File: src/rtl/compressed_stream_framer_pkg.sv
// Shared types and constants for the compressed stream framer.
// Holds the state encoding, frame header constants and the checksum step.
package compressed_stream_framer_pkg;

    typedef enum logic [2:0] {
        ST_IDLE    = 3'd0,
        ST_HDR0    = 3'd1,
        ST_HDR1    = 3'd2,
        ST_PAYLOAD = 3'd3,
        ST_TRL0    = 3'd4,
        ST_TRL1    = 3'd5,
        ST_TRL2    = 3'd6,
        ST_DONE    = 3'd7
    } state_t;

    localparam logic [31:0] MAGIC_WORD      = 32'h4C5A4846;
    localparam logic [15:0] VERSION_ID      = 16'h0001;
    localparam int          SKID_DEPTH_DEF  = 2;

    // Rotate-left-by-one then XOR in the new payload word.
    function automatic logic [31:0] cksum_step(input logic [31:0] c, input logic [31:0] w);
        return {c[30:0], c[31]} ^ w;
    endfunction

endpackage

File: src/rtl/compressed_stream_framer_skid_fifo.sv
// Purpose: 2-entry fall-through FIFO that absorbs encoder read latency and host stalls.
// Latency: 0 cycles (an arriving word is visible at the head the same cycle when empty).
// Backpressure: can_issue drops once entries plus in-flight reads, net of this cycle's pop, reach depth.
module frm_skid_fifo
    import compressed_stream_framer_pkg::*;
#(
    parameter int SKID_DEPTH = SKID_DEPTH_DEF
) (
    input  logic        clk,
    input  logic        rstN,
    input  logic        rd_issue,
    input  logic        in_vld,
    input  logic [31:0] in_dat,
    input  logic        pop,
    output logic        out_vld,
    output logic [31:0] out_dat,
    output logic        can_issue,
    output logic        inflight
);

    logic [31:0] mem_q [2];
    logic [31:0] mem_d [2];
    logic        wr_ptr_q, wr_ptr_d;
    logic        rd_ptr_q, rd_ptr_d;
    logic [1:0]  cnt_q, cnt_d;
    logic        inflight_q, inflight_d;
    logic        accept, bypass, wr, rd;
    logic [2:0]  occ;

    // Only words answering one of our own reads are taken in.
    assign accept    = in_vld && inflight_q;
    assign out_vld   = (cnt_q != 2'd0) || accept;
    assign out_dat   = (cnt_q != 2'd0) ? mem_q[rd_ptr_q] : in_dat;
    assign bypass    = accept && pop && (cnt_q == 2'd0);
    assign wr        = accept && !bypass;
    assign rd        = pop && (cnt_q != 2'd0);
    assign occ       = {1'b0, cnt_q} + {2'b00, inflight_q} - {2'b00, pop};
    assign can_issue = occ < 3'(SKID_DEPTH);
    assign inflight  = inflight_q;

    always_comb begin
        mem_d      = mem_q;
        wr_ptr_d   = wr_ptr_q;
        rd_ptr_d   = rd_ptr_q;
        inflight_d = rd_issue;
        if (wr) begin
            mem_d[wr_ptr_q] = in_dat;
            wr_ptr_d        = !wr_ptr_q;
        end
        if (rd) begin
            rd_ptr_d = !rd_ptr_q;
        end
        cnt_d = cnt_q + {1'b0, wr} - {1'b0, rd};
    end

    always_ff @(posedge clk or negedge rstN) begin
        if (!rstN) begin
            mem_q[0]   <= '0;
            mem_q[1]   <= '0;
            wr_ptr_q   <= 1'b0;
            rd_ptr_q   <= 1'b0;
            cnt_q      <= 2'd0;
            inflight_q <= 1'b0;
        end else begin
            mem_q      <= mem_d;
            wr_ptr_q   <= wr_ptr_d;
            rd_ptr_q   <= rd_ptr_d;
            cnt_q      <= cnt_d;
            inflight_q <= inflight_d;
        end
    end

endmodule

File: src/rtl/compressed_stream_framer.sv
// Purpose: wraps encoder FIFO payload in a header/trailer frame on a valid/ready stream.
// Latency: registered output; payload word appears 2 cycles after its read enable.
// Backpressure: output held while !frm_ready; skid fills and enc_oen stops.
module compressed_stream_framer
    import compressed_stream_framer_pkg::*;
#(
    parameter logic [31:0] MAGIC      = MAGIC_WORD,
    parameter logic [15:0] VERSION    = VERSION_ID,
    parameter int          SKID_DEPTH = SKID_DEPTH_DEF
) (
    input  logic        clk,
    input  logic        rstN,
    input  logic        start_compress,
    input  logic        compress_done,
    input  logic [31:0] source_len,
    output logic        enc_oen,
    input  logic [31:0] enc_data,
    input  logic        enc_valid,
    input  logic        enc_empty,
    output logic [31:0] frm_data,
    output logic        frm_valid,
    input  logic        frm_ready,
    output logic        frm_last,
    output logic        frm_busy,
    output logic        frm_done,
    output logic [31:0] word_count,
    output logic [31:0] checksum
);

    state_t      state_q, state_d;
    logic [31:0] frm_data_q, frm_data_d;
    logic        frm_valid_q, frm_valid_d;
    logic        frm_last_q, frm_last_d;
    logic        frm_pay_q, frm_pay_d;
    logic [31:0] word_count_q, word_count_d;
    logic [31:0] checksum_q, checksum_d;
    logic        busy_q, busy_d;
    logic        done_q, done_d;

    logic        xfer, out_free, drain_done;
    logic        sk_vld, sk_pop, sk_can_issue, sk_inflight;
    logic [31:0] sk_dat;

    assign xfer       = frm_valid_q && frm_ready;
    assign out_free   = !frm_valid_q || frm_ready;
    assign drain_done = compress_done && enc_empty && !sk_inflight && !sk_vld;
    assign enc_oen    = (state_q == ST_PAYLOAD) && !enc_empty && sk_can_issue;

    frm_skid_fifo #(.SKID_DEPTH(SKID_DEPTH)) u_skid (
        .clk       (clk),
        .rstN      (rstN),
        .rd_issue  (enc_oen),
        .in_vld    (enc_valid),
        .in_dat    (enc_data),
        .pop       (sk_pop),
        .out_vld   (sk_vld),
        .out_dat   (sk_dat),
        .can_issue (sk_can_issue),
        .inflight  (sk_inflight)
    );

    // HDR0/HDR1/PAYLOAD load the output register; TRL0..TRL2 name the word on the bus.
    always_comb begin
        state_d      = state_q;
        frm_data_d   = frm_data_q;
        frm_valid_d  = frm_valid_q && !frm_ready;
        frm_last_d   = frm_last_q && !xfer;
        frm_pay_d    = frm_pay_q && !xfer;
        word_count_d = word_count_q;
        checksum_d   = checksum_q;
        busy_d       = busy_q;
        done_d       = done_q;
        sk_pop       = 1'b0;
        if (xfer && frm_pay_q) begin
            word_count_d = word_count_q + 32'd1;
            checksum_d   = cksum_step(checksum_q, frm_data_q);
        end
        case (state_q)
            ST_IDLE, ST_DONE: begin
                if (start_compress) begin
                    state_d      = ST_HDR0;
                    busy_d       = 1'b1;
                    done_d       = 1'b0;
                    word_count_d = '0;
                    checksum_d   = '0;
                end
            end
            ST_HDR0: begin
                if (out_free) begin
                    frm_data_d  = MAGIC;
                    frm_valid_d = 1'b1;
                    state_d     = ST_HDR1;
                end
            end
            ST_HDR1: begin
                if (out_free) begin
                    frm_data_d  = {VERSION, 16'h0000};
                    frm_valid_d = 1'b1;
                    state_d     = ST_PAYLOAD;
                end
            end
            ST_PAYLOAD: begin
                if (out_free) begin
                    if (sk_vld) begin
                        frm_data_d  = sk_dat;
                        frm_valid_d = 1'b1;
                        frm_pay_d   = 1'b1;
                        sk_pop      = 1'b1;
                    end else if (drain_done) begin
                        frm_data_d  = source_len;
                        frm_valid_d = 1'b1;
                        state_d     = ST_TRL0;
                    end
                end
            end
            ST_TRL0: begin
                if (xfer) begin
                    frm_data_d  = word_count_q;
                    frm_valid_d = 1'b1;
                    state_d     = ST_TRL1;
                end
            end
            ST_TRL1: begin
                if (xfer) begin
                    frm_data_d  = checksum_q;
                    frm_valid_d = 1'b1;
                    frm_last_d  = 1'b1;
                    state_d     = ST_TRL2;
                end
            end
            ST_TRL2: begin
                if (xfer) begin
                    state_d = ST_DONE;
                    busy_d  = 1'b0;
                    done_d  = 1'b1;
                end
            end
            default: state_d = ST_IDLE;
        endcase
    end

    always_ff @(posedge clk or negedge rstN) begin
        if (!rstN) begin
            state_q      <= ST_IDLE;
            frm_data_q   <= '0;
            frm_valid_q  <= 1'b0;
            frm_last_q   <= 1'b0;
            frm_pay_q    <= 1'b0;
            word_count_q <= '0;
            checksum_q   <= '0;
            busy_q       <= 1'b0;
            done_q       <= 1'b0;
        end else begin
            state_q      <= state_d;
            frm_data_q   <= frm_data_d;
            frm_valid_q  <= frm_valid_d;
            frm_last_q   <= frm_last_d;
            frm_pay_q    <= frm_pay_d;
            word_count_q <= word_count_d;
            checksum_q   <= checksum_d;
            busy_q       <= busy_d;
            done_q       <= done_d;
        end
    end

    assign frm_data   = frm_data_q;
    assign frm_valid  = frm_valid_q;
    assign frm_last   = frm_last_q;
    assign frm_busy   = busy_q;
    assign frm_done   = done_q;
    assign word_count = word_count_q;
    assign checksum   = checksum_q;

endmodule

File: config.mk
export PLATFORM = sky130hd
export DESIGN_NAME = compressed_stream_framer
export DESIGN_NICKNAME = d
export VERILOG_FILES = /design/src/rtl/compressed_stream_framer_pkg.sv /design/src/rtl/compressed_stream_framer_skid_fifo.sv /design/src/rtl/compressed_stream_framer.sv
export SDC_FILE = /design/constraint.sdc
export NUM_CORES = 1
export LEC_CHECK = 0
export BUFFER_PORTS_ARGS = -buffer_cell sky130_fd_sc_hd__clkbuf_2
export CORE_MARGIN = 1.5
export CORE_UTILIZATION = 45
export CTS_CLUSTER_SIZE = 40
export DETAILED_ROUTE_END_ITERATION = 6
export PLACE_DENSITY = 0.66
export SLEW_MARGIN = 15
export SYNTH_ARGS = -nofsm -noshare
export SYNTH_HDL_FRONTEND = slang
export SYNTH_SLANG_ARGS = --single-unit
File: constraint.sdc
create_clock -name clk -period 5.45 [get_ports clk]
set_clock_uncertainty 0.15 [all_clocks]
set_input_delay 0.545 -clock clk [delete_from_list [all_inputs] [get_ports clk]]
set_output_delay 0.545 -clock clk [all_outputs]
set_load 0.05 [all_outputs]
Yosys cells after proc, flatten, opt, wreduce, memory -nomap -nowiden
Index checks and enable logic that the tools add are counted.
- flip-flop bits (word level): 173
- bits of input ports: 71
- output and inout port bits: 101
- word-level logic and storage cells: 133
- add/subtract/negate cells: 5
- order comparisons: 4
- eq/ne operators: 17
- muxes and demuxes: 51
- bitwise operators: 3
- reduce and logical (&&, ||, !) cells: 38
- operator list (operator ; count):
    $mux W32 ; 18
    $pmux W32 S5 ; 1
    $bwmux W64 ; 1
    $add A32 B1 Y32 const B ; 1
    $demux W32 S1 ; 1
    $xor A32 B32 Y32 ; 1
    $mux W3 ; 9
    $pmux W3 S7 ; 1
    $ne A2 B2 Y1 const B ; 9
    $mux W1 ; 17
    $logic_and A1 B1 Y1 ; 16
    $eq A3 B3 Y1 const B ; 4
    $logic_not A1 Y1 ; 9
    $reduce_and A9 Y1 ; 1
    $reduce_and A7 Y1 ; 1
    $eq A3 B2 Y1 const B ; 2
    $reduce_or A2 Y1 ; 3
    $reduce_bool A5 Y1 ; 1
    $ge A2 B2 Y1 const B ; 2
    $not A1 Y2 ; 2
    $pmux W1 S2 ; 2
    $reduce_bool A2 Y1 ; 2
    $add A2 B1 Y3 ; 1
    $eq A3 B1 Y1 const B ; 1
    other kinds (11) ; 12

Logic depth before layout (Yosys ltp)
Gate-level depths: netlist of run 1.
- word-level depth: 11
- gate-level depth with buffers: 10
- depth with buffers taken out: 8

Modules after synthesis
From an unflattened synthesis of run 1, not the netlist that was laid out.
- cells, all modules: 869
- area total of the unflattened synthesis: 9226.3 um^2
- modules (own cells, without submodules) (module ; instances ; cells each ; area an instance (um^2) ; seq. area each (um^2)):
    compressed_stream_framer ; 1 ; 599 ; 5886.9 ; 2602.5
    frm_skid_fifo ; 1 ; 270 ; 3339.5 ; 1726.7

Worst setup path after synthesis of run 1
OpenSTA, ideal clock, no wires.
- path kind: register -> output
- from: reg u_skid.cnt_q[1]
- to: out enc_oen
- arrival time: 2899 ps
- required time: 4755 ps
- path slack: 1856 ps
- cell stages (with the launch flop): 11
- path buffers: 3
- cells stage by stage: dfrtp_1 > nor2_1 > clkbuf_1 > buf_2 > buf_1 > a21oi_1 > ha_1 > nand2b_1 > fa_1 > xnor2_1 > and4b_1
- word-level cells in the longest chain between the ends: 8
- elaborated cells between the ends (all ways): 9
- classes of those cells: add/sub: 2; order compare: 1; mux: 3; reduce/logical: 3
- RTL lines (item ; RTL line ; RTL):
    start: declaration ; compressed_stream_framer_skid_fifo.sv:25 ; logic [1:0] cnt_q, cnt_d;
    start signal: assignment ; compressed_stream_framer_skid_fifo.sv:68 ; cnt_q <= cnt_d;
    $reduce_bool A2 Y1 ; compressed_stream_framer_skid_fifo.sv:32 ; assign out_vld = (cnt_q != 2'd0) || accept;
    $logic_or A1 B1 Y1 ; compressed_stream_framer_skid_fifo.sv:32 ;
    $mux W1 ; compressed_stream_framer.sv:104 ; if (sk_vld) begin
    $mux W1 ; compressed_stream_framer.sv:103 ; if (out_free) begin
    $mux W1 ; compressed_stream_framer.sv:78 ; case (state_q)
    $sub A3 B1 Y3 * ; compressed_stream_framer_skid_fifo.sv:37 ; assign occ = {1'b0, cnt_q} + {2'b00, inflight_q} - {2'b00, pop};
    $lt A3 B2 Y1 * ; compressed_stream_framer_skid_fifo.sv:38 ; assign can_issue = occ < 3'(SKID_DEPTH);
    $logic_and A1 B1 Y1 * ; compressed_stream_framer.sv:47 ; assign enc_oen = (state_q == ST_PAYLOAD) && !enc_empty && sk_can_issue;
    end: declaration ; compressed_stream_framer.sv:16 ; output logic enc_oen,
Mark *: on every way between the ends. The rest lies on a longest branch, timed or not.

Worst setup path after layout of run 1
- from: reg state_q[0]
- to: out enc_oen
- word-level cells in the longest chain between the ends: 5
- elaborated cells between the ends (all ways): 6
- classes of those cells: add/sub: 1; order compare: 1; eq/ne: 1; mux: 1; reduce/logical: 2
- RTL lines (item ; RTL line ; RTL):
    start: declaration ; compressed_stream_framer.sv:30 ; state_t state_q, state_d;
    start signal: assignment ; compressed_stream_framer.sv:154 ; state_q <= state_d;
    $eq A3 B2 Y1 * ; compressed_stream_framer.sv:47, compressed_stream_framer.sv:78 ;
    $mux W1 ; compressed_stream_framer.sv:78 ;
    $sub A3 B1 Y3 ; compressed_stream_framer_skid_fifo.sv:37 ;
    $lt A3 B2 Y1 ; compressed_stream_framer_skid_fifo.sv:38 ;
    $logic_and A1 B1 Y1 * ; compressed_stream_framer.sv:47 ;
Marks and branches as above.

==> impl_metrics.env, run 1 <==
export IMPL_clk_pin_slew_ns=0.07
export IMPL_placedInstanceArea_sq_mm=0.0100
export IMPL_diodes=0
export IMPL_syn_to_final_growth_pct=18.3
export IMPL_synthArstFlopShare=1.00
export IMPL_post_cts_setup_buffers=0
export IMPL_crit_path_max_incr_delay_ns=1.06
export IMPL_dpl_hpwl_um=17400
export IMPL_setup_slack_ns=1.16
export IMPL_synth_top_area_cell="dfrtp_1"
export IMPL_cp_depth=9
export IMPL_rr_startpoint="state_q[0]$_DFFE_PN0P_"
export IMPL_worst_slew_pin_slew_ns=1.15
export IMPL_core_sq_mm=0.0195
export IMPL_slew_viol_final=0
export IMPL_initial_core_util=0.461
export IMPL_fmax_mhz=233
export IMPL_routed_via_density=5.50
export IMPL_grtUsageTotal=0.239
export IMPL_cts_buffers=17
export IMPL_first_global_vias=6685
export IMPL_drc=0
export IMPL_drtIter0Drc=559
export IMPL_ant_nets=0
export IMPL_yosys_cell_count_top_type="dfrtp_1"
export IMPL_syn_avg_cell_area_sq_um=9.95
export IMPL_wl_um=24300
export IMPL_seqCellArea_sq_mm=0.00433
export IMPL_syn_instance_count=904
export IMPL_grt_ovfl_total=0
export IMPL_num_fill_cells=1787
export IMPL_clk_path_buf_depth=2
export IMPL_grt_first_pass_wirelength_um=37700
export IMPL_whs_ns=-0.00358
export IMPL_die_h_um=144
export IMPL_firstDrtPassIters=4
export IMPL_hold_class="input pin to asynchronous set/reset pin"
export IMPL_synth_ff_type="dfrtp_1"
export IMPL_violations="hold timing"
export IMPL_h_tree_depth=4
export IMPL_worst_setup_path_type="register to primary output"
export IMPL_cts_tree="yes"
export IMPL_utilization=0.545
export IMPL_synth_cell_type_count=49
export IMPL_drv_cap=0
export IMPL_synth_common_cells="173 x dfrtp_1, 121 x nand2_1, 87 x nor2_1, 51 x mux2_2"
export IMPL_clock_tree_root_cell="clkbuf_16"
export IMPL_cts_sinks=173
export IMPL_start_kind="register"
export IMPL_finalHoldViolations=6
export IMPL_relSlewSlack=0.236
export IMPL_fp_row_count=51
export IMPL_io_pins=172
export IMPL_slowest_stage="dfrtp_2"
export IMPL_fin_nets=1119
export IMPL_synth_warnings=0
export IMPL_die_x_um=144
export IMPL_cp_end_kind="primary output"
export IMPL_cp_arrival_ns=3.59
export IMPL_rsz0062_at_grt="false"
export IMPL_tns_ns=0
export IMPL_synth_top_area_frac=0.481
export IMPL_grt_max_degree=78
export IMPL_crit_path_start="state_q[0]$_DFFE_PN0P_"
export IMPL_antenna_found_initial=0
export IMPL_post_route_cells_drive_above_1_share=0.264
export IMPL_outcome="finished with violations"
export IMPL_leakagePower_nw=5.00
export IMPL_via_count=7251
export IMPL_post_place_ws_ns=1.64
export IMPL_synth_area_sq_mm=0.00900
export IMPL_crit_chain="and3b_1 -> o21ai_2 -> a21oi_1 -> ha_1 -> nand2b_1 -> fa_1 -> xnor2_1 -> and4b_1 -> clkbuf_2"
export IMPL_wire_per_inst_um=18.4
export IMPL_cp_buffers_inverters=1
export IMPL_ys_seq_elements=173
export IMPL_cp_required_ns=4.76
export IMPL_clkLatencyLatePin_ns=0.43
export IMPL_multi_input_area_sq_mm=0.00439
export IMPL_cpLargestDelayFamily="flip-flops"
export IMPL_period_share=0.787
export IMPL_synth_edf_count=0
export IMPL_place_congestion=0.864
export IMPL_ctsResizeCount=0
export IMPL_fin_area_sq_mm=0.0106
export IMPL_numPortBuffers=171
export IMPL_setup_violations_final=0
export IMPL_synth_fp_nets=981
export IMPL_period_minus_slack_ns=4.29
export IMPL_power_density_mw_per_mm2=613
export IMPL_cp_max_fo=45
export IMPL_cts_hold_buf=0
export IMPL_r2r_cells=6
export IMPL_die_area_sq_mm=0.0209
export IMPL_yosysSeqAreaShare=0.481
export IMPL_peakVddDrop_mv=0.300
export IMPL_synthTopCellsByArea="dfrtp_1 48%, mux2_2 6.4%, nand2_1 5.0%, xnor2_1 4.4%, mux2i_1 4.3%"
routing by layer:
metal	global-route usage	vias up	share of wire
li1	-	3464	-
met1	0.362	3542	0.49
met2	0.348	216	0.44
met3	0.0348	29	0.049
met4	0.0829	0	0.019
met5	0	-	0
metrics by stage:
stage                     instances  total power [mW]
after floorplan                 904              4.43
after global placement         1288              5.18
after detailed placement       1288              5.24
after CTS                      1319              6.55
after global routing           1319              6.91
final                          1319              6.53
cells by family (layout without fill, tap and decap cells):
logic type                 Yosys count  in the layout  share of synthesized area
xor gates and xnor gates            68             68                     0.0662
DFF                                173            173                      0.481
and+or+nand+nor                    306            306                      0.154
adders and majority gates            6              6                    0.00918
muxes                              116            116                      0.140
AOI/OAI and AO/OA                  165            165                      0.115
buffers and inverters               70            220                     0.0348
worst register-to-register path: cells and delay by family, from the launching register on:
kind / cells / cell delay (ns)
AO/OA/AOI/OAI: 2 / 0.33
buffers and inverters: 1 / 0.41
flip-flops: 1 / 0.79
multiplexers: 1 / 0.39
AND/OR/NAND/NOR: 2 / 1.11
worst paths after layout:
kind	end	slack [ns]
max	enc_oen	1.16
min	u_skid.mem_q[36]$_DFFE_PN0P_	-0.004
max reg2reg	u_skid.mem_q[39]$_DFFE_PN0P_	2.17
min reg2reg	frm_busy$_DFFE_PN0P_	0.33
max in group asynchronous	frm_data[11]$_DFFE_PN0P_	3.95
min in group clk	u_skid.mem_q[51]$_DFFE_PN0P_	0.21
state kept, by name, summed over array words and instances (netlist names), 2 cells and up, named ones only:
register,count
u_skid.cnt_q,2
checksum,32
state_q,3
u_skid.mem_q,64
frm_data,32
word_count,32
layout by cell type (no fill, tap or decap), drive strengths merged, types with 7 or more instances in the layout:
| master | Yosys | layout |
|---|---|---|
| nor2 | 87 | 87 |
| a211oi | 44 | 44 |
| nor2b | 15 | 15 |
| nand4 | 16 | 16 |
| xnor2 | 45 | 45 |
| nand3 | 37 | 37 |
| a31oi | 13 | 13 |
| o21ai | 40 | 40 |
| mux2 | 77 | 77 |
| nor4 | 7 | 7 |
| a221oi | 12 | 12 |
| nand2 | 121 | 121 |
| buf | 26 | 11 |
| mux2i | 39 | 39 |
| inv | 8 | 8 |
| dfrtp | 173 | 173 |
| xor2 | 23 | 23 |
| a21oi | 45 | 45 |
| clkbuf | 36 | 191 |
report_power, final:
part | total (mW) | switching [mW] | internal, mW | leakage, nW
Sequential | 2.33 | 0.579 | 1.75 | 2.30
Combinational | 2.90 | 1.89 | 1.01 | 2.40
Clock | 1.30 | 0.506 | 0.790 | 0.303
final cells by class:
cell class	instances	area share
inverter	8	0.00282
timing repair buffer	181	0.0880
multi-input combinational	661	0.413
tap	265	0.0311
clock inverter	10	0.0154
clock buffer	21	0.0432
sequential	173	0.407
No activity file was read; power rests on OpenSTA's default activity.
==> inputs of run 2 (changes only) <==
- clock period: 5.45 -> 4.2 ns (I/O delays scaled with it)
==> impl_metrics.env, run 2 (synthesized netlist as in run 1, its figures left out) <==
export IMPL_start_kind="register"
export IMPL_post_route_cells_drive_above_1_share=0.262
export IMPL_r2r_slack_ns=1.28
export IMPL_r2r_cells=6
export IMPL_wl_um=24300
export IMPL_period_share=0.852
export IMPL_fin_nets=1121
export IMPL_dpl_hpwl_um=17200
export IMPL_clk_path_buf_depth=2
export IMPL_crit_path_start="state_q[1]$_DFFE_PN0P_"
export IMPL_rr_startpoint="u_skid.cnt_q[1]$_DFF_PN0_"
export IMPL_clkLatencyLatePin_ns=0.43
export IMPL_cts_tree="yes"
export IMPL_post_cts_setup_buffers=0
export IMPL_finalHoldViolations=0
export IMPL_crit_path_max_incr_delay_ns=0.56
export IMPL_peakVddDrop_mv=0.393
export IMPL_period_minus_slack_ns=3.58
export IMPL_cts_buffers=17
export IMPL_drv_cap=0
export IMPL_cp_arrival_ns=3.01
export IMPL_crit_chain="and3b_1 -> o21ai_2 -> a21oi_1 -> ha_1 -> nand2b_1 -> fa_1 -> xnor2_1 -> and4b_1 -> clkbuf_2"
export IMPL_grt_max_degree=93
export IMPL_worstReg2RegEnd="frm_data[22]$_DFFE_PN0P_"
export IMPL_fmax_mhz=279
export IMPL_leakagePower_nw=4.97
export IMPL_outcome="completed"
export IMPL_drc=0
export IMPL_syn_to_final_growth_pct=17.7
export IMPL_cp_required_ns=3.63
export IMPL_grtUsageTotal=0.239
export IMPL_worst_setup_path_type="register to primary output"
export IMPL_die_h_um=144
export IMPL_power_density_mw_per_mm2=780
export IMPL_antenna_found_initial=1
export IMPL_ant_nets=0
export IMPL_firstDrtPassIters=7
export IMPL_cp_end_kind="primary output"
export IMPL_relSlewSlack=0.266
export IMPL_wire_per_inst_um=18.4
export IMPL_clk_pin_slew_ns=0.06
export IMPL_mostFrequentLayoutCells="171 x dfrtp_1, 170 x clkbuf_2, 121 x nand2_1, 86 x nor2_1, 51 x mux2_2"
export IMPL_place_congestion=0.865
export IMPL_worst_slew_pin_slew_ns=1.10
export IMPL_numPortBuffers=171
export IMPL_io_pins=172
export IMPL_grt_first_pass_wirelength_um=37500
export IMPL_fp_row_count=51
export IMPL_final_common_cell="dfrtp_1"
export IMPL_cts_sinks=173
export IMPL_grt_ovfl_total=0
export IMPL_die_x_um=144
export IMPL_largest_reg_flops=64
export IMPL_slowest_stage="dfrtp_1"
export IMPL_hold_class="input pin to register"
export IMPL_drtIter0Drc=609
export IMPL_routed_via_density=5.48
export IMPL_rsz0062_at_grt="false"
export IMPL_core_sq_mm=0.0195
export IMPL_via_count=7234
export IMPL_setup_violations_final=0
export IMPL_crit_end="enc_oen"
export IMPL_first_global_vias=6569
export IMPL_tns_ns=0
export IMPL_largest_register="u_skid.mem_q"
export IMPL_h_tree_depth=4
export IMPL_die_area_sq_mm=0.0209
export IMPL_utilization=0.542
export IMPL_clock_tree_root_cell="clkbuf_16"
export IMPL_slew_viol_final=0
export IMPL_initial_core_util=0.461
export IMPL_cp_max_fo=14
run 2: report_power, final:
group	switching (mW)	total, mW	internal [mW]
Combinational	2.57	3.89	1.31
Clock	0.633	1.45	0.817
Sequential	0.650	2.93	2.28
Total	3.86	8.27	4.41
run 2: what timing repair did:
action                                  CTS  global route
resized for setup                         0             0
endpoints found under the hold margin    81             0
endpoints found under the setup margin    0             0
hold buffers                              1             0
run 2: layout make-up:
class                           count  area [sq um]
Fill cell                        1826          8930
Timing Repair Buffer              183           980
Multi-Input combinational cell    661          4390
Clock buffer                       21           450
Clock inverter                      9          72.6
Antenna cell                        1          2.50
Tap cell                          265           332
Sequential cell                   173          4330
Inverter                            8          30.0
run 2: worst min path at each step:
stage,endpoint,startpoint,depth (start not counted)
after CTS,u_skid.mem_q[49]$_DFFE_PN0P_,enc_data[17],2
after global routing,u_skid.mem_q[59]$_DFFE_PN0P_,enc_data[27],2
after detailed placement,frm_busy$_DFFE_PN0P_,frm_busy$_DFFE_PN0P_,1
after global placement,u_skid.mem_q[46]$_DFFE_PN0P_,u_skid.mem_q[46]$_DFFE_PN0P_,1
final,u_skid.mem_q[59]$_DFFE_PN0P_,enc_data[27],2
after floorplan,asynchronous set/reset pin,rstN,0
run 2: per-stage QoR:
step                      cells  total power, mW  hold WS [ns]  instance area, sq um  setup WS (ns)
after floorplan             904             5.74       -0.0256                  9000          0.731
after global placement     1289             6.74         0.309                 10100           1.15
after detailed placement   1289             6.82         0.315                 10100           1.07
after CTS                  1320             8.30        0.0842                 10600          0.625
after global routing       1320             8.77        0.0952                 10600          0.423
final                      1321             8.27        0.0951                 10600          0.621
run 2: routing by layer:
metal	GRT usage	wire length, um	up-vias
met5	0	0	-
met4	0.0712	431	0
met3	0.0424	1390	27
met2	0.343	10800	230
met1	0.364	11600	3522
li1	-	-	3455
run 2: critical path, delay by kind of cell, from the launching register on:
kind	cells	cell delay, ns
xor gates and xnor gates	1	0.13
AOI/OAI and AO/OA	2	0.32
and+or+nand+nor	3	0.63
adders and majority gates	2	0.65
buffers and inverters	1	0.30
DFF	1	0.56
==> inputs of run 3 (changes only) <==
- BUFFER_PORTS_ARGS: -buffer_cell sky130_fd_sc_hd__clkbuf_2 -> -buffer_cell sky130_fd_sc_hd__buf_2
- RECOVER_POWER: default -> 25
==> impl_metrics.env, run 3 (synthesized netlist as in run 1, its figures left out) <==
export IMPL_power_switching_mw=3.88
export IMPL_switching_share=0.460
export IMPL_grt_first_pass_wirelength_um=38300
export IMPL_tns_ns=0
export IMPL_slowest_stage="dfrtp_1"
export IMPL_cts_hold_buf=1
export IMPL_via_count=7240
export IMPL_rsz0062_at_grt="false"
export IMPL_grt_ovfl_total=0
export IMPL_clk_path_buf_depth=2
export IMPL_initial_core_util=0.461
export IMPL_die_h_um=144
export IMPL_relSlewSlack=-0.443
export IMPL_cpLargestDelayFamily="adder cells"
export IMPL_cp_end_kind="primary output"
export IMPL_fp_row_count=51
export IMPL_power_frac_clock=0.195
export IMPL_largest_register="u_skid.mem_q"
export IMPL_start_kind="register"
export IMPL_die_x_um=144
export IMPL_cp_max_fo=14
export IMPL_crit_chain="and3b_1 -> o21ai_0 -> a21oi_1 -> ha_1 -> nand2b_1 -> fa_1 -> xnor2_1 -> and4b_1 -> buf_2"
export IMPL_first_global_vias=6733
export IMPL_place_congestion=0.854
export IMPL_core_sq_mm=0.0195
export IMPL_leakagePower_nw=4.95
export IMPL_drv_cap=1
export IMPL_grt_max_degree=90
export IMPL_mostFrequentLayoutCells="171 x dfrtp_1, 145 x buf_2, 121 x nand2_1, 86 x nor2_1, 51 x mux2_2"
export IMPL_slew_viol_final=85
export IMPL_setup_slack_ns=0.528
export IMPL_num_fill_cells=1866
export IMPL_clkLatencyLatePin_ns=0.43
export IMPL_ant_nets=0
export IMPL_dpl_hpwl_um=17200
export IMPL_cp_required_ns=3.63
export IMPL_placedInstanceArea_sq_mm=0.0101
export IMPL_worst_slew_pin_slew_ns=2.16
export IMPL_wire_per_inst_um=18.5
export IMPL_fin_nets=1121
export IMPL_drtIter0Drc=509
export IMPL_p_comb_frac=0.459
export IMPL_ctsResizeCount=0
export IMPL_fin_cells=1322
export IMPL_cp_buffers_inverters=1
export IMPL_post_place_ws_ns=1.13
export IMPL_utilization=0.544
export IMPL_finalHoldViolations=0
export IMPL_clock_tree_root_cell="clkbuf_16"
export IMPL_cts_tree="yes"
export IMPL_drc=0
export IMPL_die_area_sq_mm=0.0209
export IMPL_grtUsageTotal=0.243
export IMPL_violations="capacitance limit, slew limit"
export IMPL_power_density_mw_per_mm2=794
export IMPL_syn_to_final_growth_pct=18.1
export IMPL_whs_ns=0.0884
export IMPL_wl_um=24500
export IMPL_fin_area_sq_mm=0.0106
export IMPL_cts_sinks=173
export IMPL_fmax_mhz=272
export IMPL_firstDrtPassIters=4
export IMPL_total_power_mw=8.44
export IMPL_setup_violations_final=0
export IMPL_cp_arrival_ns=3.10
export IMPL_largest_reg_flops=64
export IMPL_antenna_found_initial=1
export IMPL_io_pins=172
export IMPL_outcome="finished with violations"
export IMPL_numPortBuffers=171
export IMPL_worst_setup_path_type="register to primary output"
export IMPL_period_minus_slack_ns=3.67
export IMPL_h_tree_depth=4
export IMPL_hold_class="input pin to register"
export IMPL_post_cts_setup_buffers=0
export IMPL_clk_pin_slew_ns=0.06
export IMPL_seq_power_share=0.346
export IMPL_post_route_cells_drive_above_1_share=0.237
export IMPL_peakVddDrop_mv=0.390
export IMPL_dp_cells=1289
export IMPL_period_share=0.874
export IMPL_crit_path_max_incr_delay_ns=0.57
export IMPL_cts_buffers=17
export IMPL_routed_via_density=5.48
export IMPL_p_int_mw=4.56
export IMPL_final_common_cell="dfrtp_1"
## run 3: changes by cell type in the layout (fill, tap and decap cells not counted), moves of 3 or more
cell,before,now
buf_2,0,145
bufinv_16,1,4
clkbuf_1,3,29
clkbuf_2,170,1
clkinv_2,7,3
clkinv_4,0,3
## run 3: metal layers
metal	share of wire	vias up	global-route usage
met1	0.48	3543	0.359
li1	-	3449	-
met5	0	-	0
met4	0.019	0	0.0840
met3	0.057	34	0.0404
met2	0.44	214	0.359
## run 3: worst paths after layout
path / slack [ns] / to / cells past startpoint / start
worst max register to register: 1.27 / frm_data[22]$_DFFE_PN0P_ / 6 / u_skid.cnt_q[1]$_DFF_PN0_
worst min register to register: 0.32 / frm_busy$_DFFE_PN0P_ / 1 / frm_busy$_DFFE_PN0P_
worst min-delay path: 0.09 / u_skid.mem_q[49]$_DFFE_PN0P_ / 2 / enc_data[17]
min in group asynchronous: 1.02 / u_skid.mem_q[37]$_DFFE_PN0P_ / 2 / rstN
max in group asynchronous: 1.48 / u_skid.rd_ptr_q$_DFFE_PN0P_ / 2 / rstN
worst max-delay path: 0.53 / enc_oen / 9 / state_q[1]$_DFFE_PN0P_
## run 3: area by class of cell
type / instances / area, sq um / area share
Clock inverter: 11 / 169 / 0.0159
Multi-Input combinational cell: 661 / 4390 / 0.413
Inverter: 8 / 30.0 / 0.00282
Tap cell: 265 / 332 / 0.0312
Timing Repair Buffer: 183 / 938 / 0.0883
Sequential cell: 173 / 4330 / 0.407
Clock buffer: 20 / 437 / 0.0411
Antenna cell: 1 / 2.50 / 0.000235
## run 3: power by group through the flow
stage | registers (mW) | logic, mW | clock network, mW
finish | 2.92 | 3.87 | 1.64
global route | 3.00 | 4.20 | 1.73
detailed placement | 2.93 | 3.90 | 0
CTS | 2.91 | 3.91 | 1.67
global placement | 2.91 | 3.83 | 0
floorplan | 3.67 | 2.08 | 0
